===== config.mk =====
export PLATFORM = sky130hd
export DESIGN_NAME = serial_adder
export DESIGN_NICKNAME = d
export VERILOG_FILES = /design/src/rtl/serial_adder.sv
export SDC_FILE = /design/constraint.sdc
export NUM_CORES = 1
export LEC_CHECK = 0
export CAP_MARGIN = 20
export CORE_MARGIN = 2
export CORE_UTILIZATION = 51
export CTS_CLUSTER_SIZE = 28
export DETAILED_ROUTE_END_ITERATION = 6
export GPL_ROUTABILITY_DRIVEN = 0
export GPL_TIMING_DRIVEN = 0
export MAX_ROUTING_LAYER = met4
export PLACE_DENSITY = 0.87
export SYNTH_ARGS = -nofsm -noshare
export SYNTH_HDL_FRONTEND = slang
export SYNTH_SLANG_ARGS = --single-unit

===== constraint.sdc =====
create_clock -name clk -period 1.77 [get_ports clk]
set_input_delay 0.2655 -clock clk [delete_from_list [all_inputs] [get_ports clk]]
set_output_delay 0.2655 -clock clk [all_outputs]
set_load 0.1 [all_outputs]

===== src/rtl/serial_adder.sv =====
// Digit-serial adder/subtractor: WIDTH-bit operands processed DIGIT bits per clock, LSB first.
// Define SERIAL_ADDER_OVF_EN to build the signed-overflow flag; otherwise Ovf is tied low.
module serial_adder #(
  parameter int WIDTH = 8,
  parameter int DIGIT = 1
) (
  input  logic             clk,
  input  logic             rst_n,
  input  logic             in_valid,
  output logic             in_ready,
  input  logic [WIDTH-1:0] A,
  input  logic [WIDTH-1:0] B,
  input  logic             Ci,
  input  logic             Sub,
  output logic             out_valid,
  input  logic             out_ready,
  output logic [WIDTH-1:0] S,
  output logic             Co,
  output logic             Ovf
);

  localparam int N     = WIDTH / DIGIT;
  localparam int CNT_W = (N > 1) ? $clog2(N) : 1;

  if ((WIDTH < 1) || (DIGIT < 1) || (WIDTH % DIGIT != 0)) begin : g_bad_cfg
    $error("serial_adder: WIDTH must be a positive multiple of DIGIT");
  end

  typedef enum logic [1:0] {IDLE, RUN, DONE} state_t;

  state_t             state_q, state_d;
  logic [CNT_W-1:0]   cnt_q, cnt_d;
  logic [WIDTH-1:0]   op_a_q, op_a_d;
  logic [WIDTH-1:0]   op_b_q, op_b_d;
  logic               carry_q, carry_d;
  logic [WIDTH-1:0]   shift_q, shift_d;
  logic [WIDTH-1:0]   s_q, s_d;
  logic               co_q, co_d;

  logic [DIGIT:0]       digit_sum;
  logic [WIDTH+DIGIT-1:0] shift_ext;
  logic                 last_digit;

`ifdef SERIAL_ADDER_OVF_EN
  logic ovf_q, ovf_d;
  logic msb_carry_in;
`endif

  always_comb begin
    state_d = state_q;
    cnt_d   = cnt_q;
    op_a_d  = op_a_q;
    op_b_d  = op_b_q;
    carry_d = carry_q;
    shift_d = shift_q;
    s_d     = s_q;
    co_d    = co_q;
`ifdef SERIAL_ADDER_OVF_EN
    ovf_d   = ovf_q;
`endif

    digit_sum  = {1'b0, op_a_q[DIGIT-1:0]} + {1'b0, op_b_q[DIGIT-1:0]}
               + {{DIGIT{1'b0}}, carry_q};
    // Appending the new digit above the register and dropping the low DIGIT bits stays legal when N = 1.
    shift_ext  = {digit_sum[DIGIT-1:0], shift_q};
    last_digit = (cnt_q == CNT_W'(N - 1));
`ifdef SERIAL_ADDER_OVF_EN
    // Carry into the MSB recovered from the MSB sum bit, so no second adder is needed.
    msb_carry_in = op_a_q[DIGIT-1] ^ op_b_q[DIGIT-1] ^ digit_sum[DIGIT-1];
`endif

    case (state_q)
      IDLE: begin
        if (in_valid) begin
          op_a_d  = A;
          op_b_d  = B ^ {WIDTH{Sub}};
          carry_d = Ci ^ Sub;
          cnt_d   = '0;
          shift_d = '0;
          state_d = RUN;
        end
      end
      RUN: begin
        op_a_d  = op_a_q >> DIGIT;
        op_b_d  = op_b_q >> DIGIT;
        shift_d = shift_ext[WIDTH+DIGIT-1:DIGIT];
        carry_d = digit_sum[DIGIT];
        cnt_d   = cnt_q + CNT_W'(1);
        if (last_digit) begin
          s_d     = shift_ext[WIDTH+DIGIT-1:DIGIT];
          co_d    = digit_sum[DIGIT];
`ifdef SERIAL_ADDER_OVF_EN
          ovf_d   = msb_carry_in ^ digit_sum[DIGIT];
`endif
          state_d = DONE;
        end
      end
      DONE: begin
        if (out_ready) begin
          state_d = IDLE;
        end
      end
      default: state_d = IDLE;
    endcase
  end

  always_ff @(posedge clk) begin
    if (!rst_n) begin
      state_q <= IDLE;
      cnt_q   <= '0;
      op_a_q  <= '0;
      op_b_q  <= '0;
      carry_q <= 1'b0;
      shift_q <= '0;
      s_q     <= '0;
      co_q    <= 1'b0;
`ifdef SERIAL_ADDER_OVF_EN
      ovf_q   <= 1'b0;
`endif
    end else begin
      state_q <= state_d;
      cnt_q   <= cnt_d;
      op_a_q  <= op_a_d;
      op_b_q  <= op_b_d;
      carry_q <= carry_d;
      shift_q <= shift_d;
      s_q     <= s_d;
      co_q    <= co_d;
`ifdef SERIAL_ADDER_OVF_EN
      ovf_q   <= ovf_d;
`endif
    end
  end

  assign in_ready  = (state_q == IDLE);
  assign out_valid = (state_q == DONE);
  assign S         = s_q;
  assign Co        = co_q;
`ifdef SERIAL_ADDER_OVF_EN
  assign Ovf       = ovf_q;
`else
  assign Ovf       = 1'b0;
`endif

endmodule

[Yosys cells after proc, flatten, opt, wreduce, memory -nomap -nowiden]
Index checks and enable logic that the tools add are counted.
Word-level totals
  bits in registers: 39
  input port bits: 22
  word-level logic and storage cells: 38
Cells by class
  add/subtract/negate cells: 3
  equality and inequality tests: 6
  mux-type cells: 14
  bitwise logic cells: 2
  reductions and logical operators: 5
Operators with widths (number)
  $pmux 8 s2: 3
  $mux 8: 3
  $xor 8x8->8: 1
  $mux 2: 3
  $pmux 2 s3: 1
  $pmux 3 s2: 1
  $ne 2x2->1 const B: 2
  $reduce_and 2->1: 2
  $add 3x1->3 const B: 1
  $eq 3x3->1 const B: 1
  $mux 3: 1
  $reduce_and 3->1: 1
  $add 1x1->2: 1
  $add 2x1->2: 1
  $eq 2x1->1 const B: 1
  $eq 2x2->1 const B: 1
  $logic_not 2->1: 1
  $ne 2x1->1 const B: 1
  $pmux 1 s2: 1
  $reduce_bool 2->1: 1
  $mux 1: 1
  $xor 1x1->1: 1

[Depth between registers and ports, before layout]
Gate-level depths: netlist of run 1.
  depth in word-level cells: 3
  gate-level depth with buffers: 6
  depth with buffers taken out: 5

[Least setup slack after synthesis of run 1]
No wires, ideal clock.
  path kind: reg2reg
  start: register state_q[1]
  end: register state_q[1]
  library setup time: 72 ps
  arrival time: 2080 ps
  required time: 1698 ps
  path slack: -382 ps
  cell stages (with the launch flop): 4
  buffers on the path: 0
  path through: dfxtp_1 nor2b_1 nand2b_1 a21boi_1
Between the ends
  word-level cells in the longest chain between the ends: 3
  elaborated cells between the ends (all ways): 8
  classes of those cells: eq/ne: 5; mux: 1; reduce/logical: 2
Ends and longest elaborated chain
  start: declaration: RTL line 31  | state_t state_q, state_d;
  start signal: assignment: RTL line 121  | state_q <= state_d;
  $eq 2x2->1 *
  named net out_valid: RTL line 15  | output logic out_valid,
  $ne 2x1->1 (no line)
  $reduce_and 3->1 (no line)
The timed path passes the listed nets; every way through them passes the cells marked *.
A chain may end at the register's enable or synchronous reset.

[Worst setup path after layout of run 1]
  start: register state_q[0]
  end: output in_ready
Between the ends
  word-level cells in the longest chain between the ends: 1
Ends and longest elaborated chain
  $logic_not 2->1: RTL line 135  | assign in_ready = (state_q == IDLE);
  end: declaration: RTL line 10  | output logic in_ready,
Every way passes these cells.

==> results of run 1 <==
## per-stage QoR
stage / setup TNS (ns) / setup WS, ns
global placement: -0.637 / -0.346
floorplan: 0 / 0.114
global route: 0 / 0.0378
CTS: 0 / 0.0365
detailed placement: -0.674 / -0.389
finish: 0 / 0.105
## kinds of logic after synthesis
| kind of cell | Yosys count |
|---|---|
| AND/OR/NAND/NOR | 70 |
| AO/OA/AOI/OAI | 44 |
| flip-flops | 38 |
| buffers and inverters | 18 |
| XOR/XNOR | 9 |
| adder cells (fa/ha/maj) | 3 |
| multiplexers | 2 |
| other | 1 |
## Yosys cell counts, types with 2 or more instances
| cell type | instances | area, um2 |
|---|---|---|
| xnor2_1 | 8 | 70.1 |
| mux2i_1 | 2 | 20.0 |
| dfxtp_1 | 38 | 761 |
| a22oi_1 | 11 | 82.6 |
| a21boi_1 | 10 | 75.1 |
| a21oi_1 | 7 | 35.0 |
| clkbuf_1 | 5 | 18.8 |
| nor2_1 | 9 | 33.8 |
| nor2b_1 | 21 | 131 |
| o211ai_2 | 8 | 100 |
| nand3_1 | 25 | 125 |
| ha_1 | 2 | 25.0 |
| nand2_1 | 9 | 33.8 |
| buf_2 | 2 | 10.0 |
| buf_4 | 8 | 60.1 |
| o221a_1 | 7 | 78.8 |
## registers in the layout, summed over array words and instances, names as in the netlist
signal / count
Co: 1
S: 8
carry_q: 1
cnt_q: 3
op_a_q: 8
op_b_q: 8
shift_q: 7
state_q: 2
## routing by layer
metal / vias up / wire [um] / GRT usage
met3: 0 / 162 / 0.0643
met2: 29 / 1620 / 0.295
met4: 0 / 0 / 0.0333
met5: - / 0 / -
met1: 641 / 1550 / 0.233
li1: 719 / - / -
## power by group
part	total, W	internal [W]	switching (W)
sequential	0.000915	0.000892	0.0000226
clock	0.000409	0.000150	0.000259
combinational	0.000269	0.000134	0.000135
## worst min path at each step
stage | depth (start not counted) | slack [ns] | to | from
global placement | 2 | 0.44 | S[1]$_SDFFE_PN0P_ | S[1]$_SDFFE_PN0P_
global route | 2 | 0.27 | S[1]$_SDFFE_PN0P_ | rst_n
CTS | 2 | 0.26 | S[3]$_SDFFE_PN0P_ | rst_n
floorplan | 2 | 0.44 | op_a_q[7]$_SDFFE_PN0P_ | A[7]
finish | 2 | 0.26 | S[3]$_SDFFE_PN0P_ | rst_n
detailed placement | 2 | 0.45 | S[4]$_SDFFE_PN0P_ | S[4]$_SDFFE_PN0P_
## worst max-delay path, stage by stage, from the launching register on
cell and delay [ns]:
dfxtp_1 0.36, buf_4 0.18, buf_6 0.15, nor2_2 0.08
buf_4 0.29
## final cells by class
type                    count  area, um2  share of cell area
plain buffers              17        105              0.0479
clock buffers               7       45.0              0.0205
inverters                   1       3.75             0.00171
multi-input cells         129        917               0.418
flip-flops and latches     38        761               0.346
well taps                  46       57.6              0.0262
repair buffers             30        307               0.140
## what timing repair did
action / 4_1_cts / 5_1_grt
resized for setup: 38 / 1
hold endpoints to repair: 0 / 0
setup endpoints to repair: 11 / 1
==> results.sh, run 1 <==
export IMPL_wl_mm=3.33
export IMPL_power_density_nw_per_um2=726
export IMPL_cts_buffers=5
export IMPL_synth_compound_area_share=0.213
export IMPL_overflow=0
export IMPL_netlist_instances=185
export IMPL_synthArstFlopShare=0
export IMPL_path_clk_slew_ns=0.11
export IMPL_crit_fanout=10
export IMPL_yosysSeqAreaShare=0.427
export IMPL_synth_seq_cells=38
export IMPL_synth_xor_area_frac=0.0442
export IMPL_drv_slew=0
export IMPL_antenna_found_initial=0
export IMPL_synth_simple_gate_area_frac=0.216
export IMPL_p_total_w=0.00159
export IMPL_placed_area_um2=2140
export IMPL_dp_cells=261
export IMPL_r2r_start="cnt_q[0]$_SDFFE_PN0P_"
export IMPL_avgSynthCellArea_um2=9.63
export IMPL_required_ns=1.50
export IMPL_vdd_ir_drop_worst_v=0.000462
export IMPL_cts_sinks=38
export IMPL_r2r_end="state_q[0]$_SDFFE_PN0P_"
export IMPL_layout_common_cells="dfxtp_1, nand3_1, nor2b_1, clkdlybuf4s50_1, a22oi_1"
export IMPL_cts_setup_buffers=0
export IMPL_antenna_cells=0
export IMPL_endpoint_kind="output port"
export IMPL_layout_nets=247
export IMPL_nFillCells=291
export IMPL_drc=0
export IMPL_grt_max_degree=11
export IMPL_layoutNonFillerInstCount=268
export IMPL_crit_arrival_ns=1.40
export IMPL_critPathLaunch="state_q[0]$_SDFFE_PN0P_"
export IMPL_track_usage=0.186
export IMPL_htreeDepth=2
export IMPL_slew_headroom=0.637
export IMPL_drtIter0Drc=74
export IMPL_startpoint_type="flip-flop"
export IMPL_via_per_inst=5.18
export IMPL_syn2layout_area_growth_pct=23.2
export IMPL_netlist_area_um2=1780
export IMPL_ant_nets=0
export IMPL_cts_buffer_depth=2
export IMPL_max_cap_violations=0
export IMPL_fmax_mhz=601
export IMPL_cts_tree="done"
export IMPL_critPathKind="reg -> out"
export IMPL_synth_fp_nets=210
export IMPL_fin_area_um2=2200
export IMPL_worst_pin_slew_ns=0.548
export IMPL_fin_crit_sh=0.941
export IMPL_die_h_um=63.1
export IMPL_insertion_delay_ns=0.34
export IMPL_synthFlopType="dfxtp_1"
export IMPL_synth_edff_count=0
export IMPL_wl_per_cell_um=12.4
export IMPL_initial_core_util=0.534
export IMPL_hold_class="in -> reg"
export IMPL_vias=1389
export IMPL_hpwl_mm=2.42
export IMPL_clock_skew_ns=0.0104
export IMPL_utilization=0.658
export IMPL_grt_pass1_wl_mm=5.77
export IMPL_layout_commonest_cell="dfxtp_1"
export IMPL_pin_count=34
export IMPL_status="completed"
export IMPL_port_buffers=30
export IMPL_first_pass_iters=5
export IMPL_synth_cell_type_count=29
export IMPL_holdWs_ns=0.264
export IMPL_grt_pass1_vias=1271
export IMPL_setup_viol=0
export IMPL_core_region_area_um2=3340
export IMPL_drive_above_1_share=0.189
export IMPL_die_area_um2=3980
export IMPL_rrSetupSlack_ns=0.32
export IMPL_muxShareOfSynthArea=0.0112
export IMPL_p_leak_nw=0.803
export IMPL_finalHoldViolations=0
export IMPL_ctsHoldBuffers=0
export IMPL_grt_setup_unrepaired="no"
export IMPL_cts_root_buf="clkbuf_4"
export IMPL_rr_worst_depth=6
export IMPL_critPathCapture="in_ready"
export IMPL_synth_top_family_by_area="simple AND/OR/NAND/NOR gates"
export IMPL_rows=21
export IMPL_synthAdderAreaFrac=0.0253
export IMPL_die_w_um=63.1
export IMPL_yosysWarningCount=0
export IMPL_post_route_min_period_ns=1.67
Note: power is estimated with default switching activity, not from simulation.
==> inputs of run 2 (changes only) <==
- CTS_CLUSTER_SIZE: 28 -> not set
==> results of run 2 <==
Final layout, timing and power as in run 1 (identical DEF).
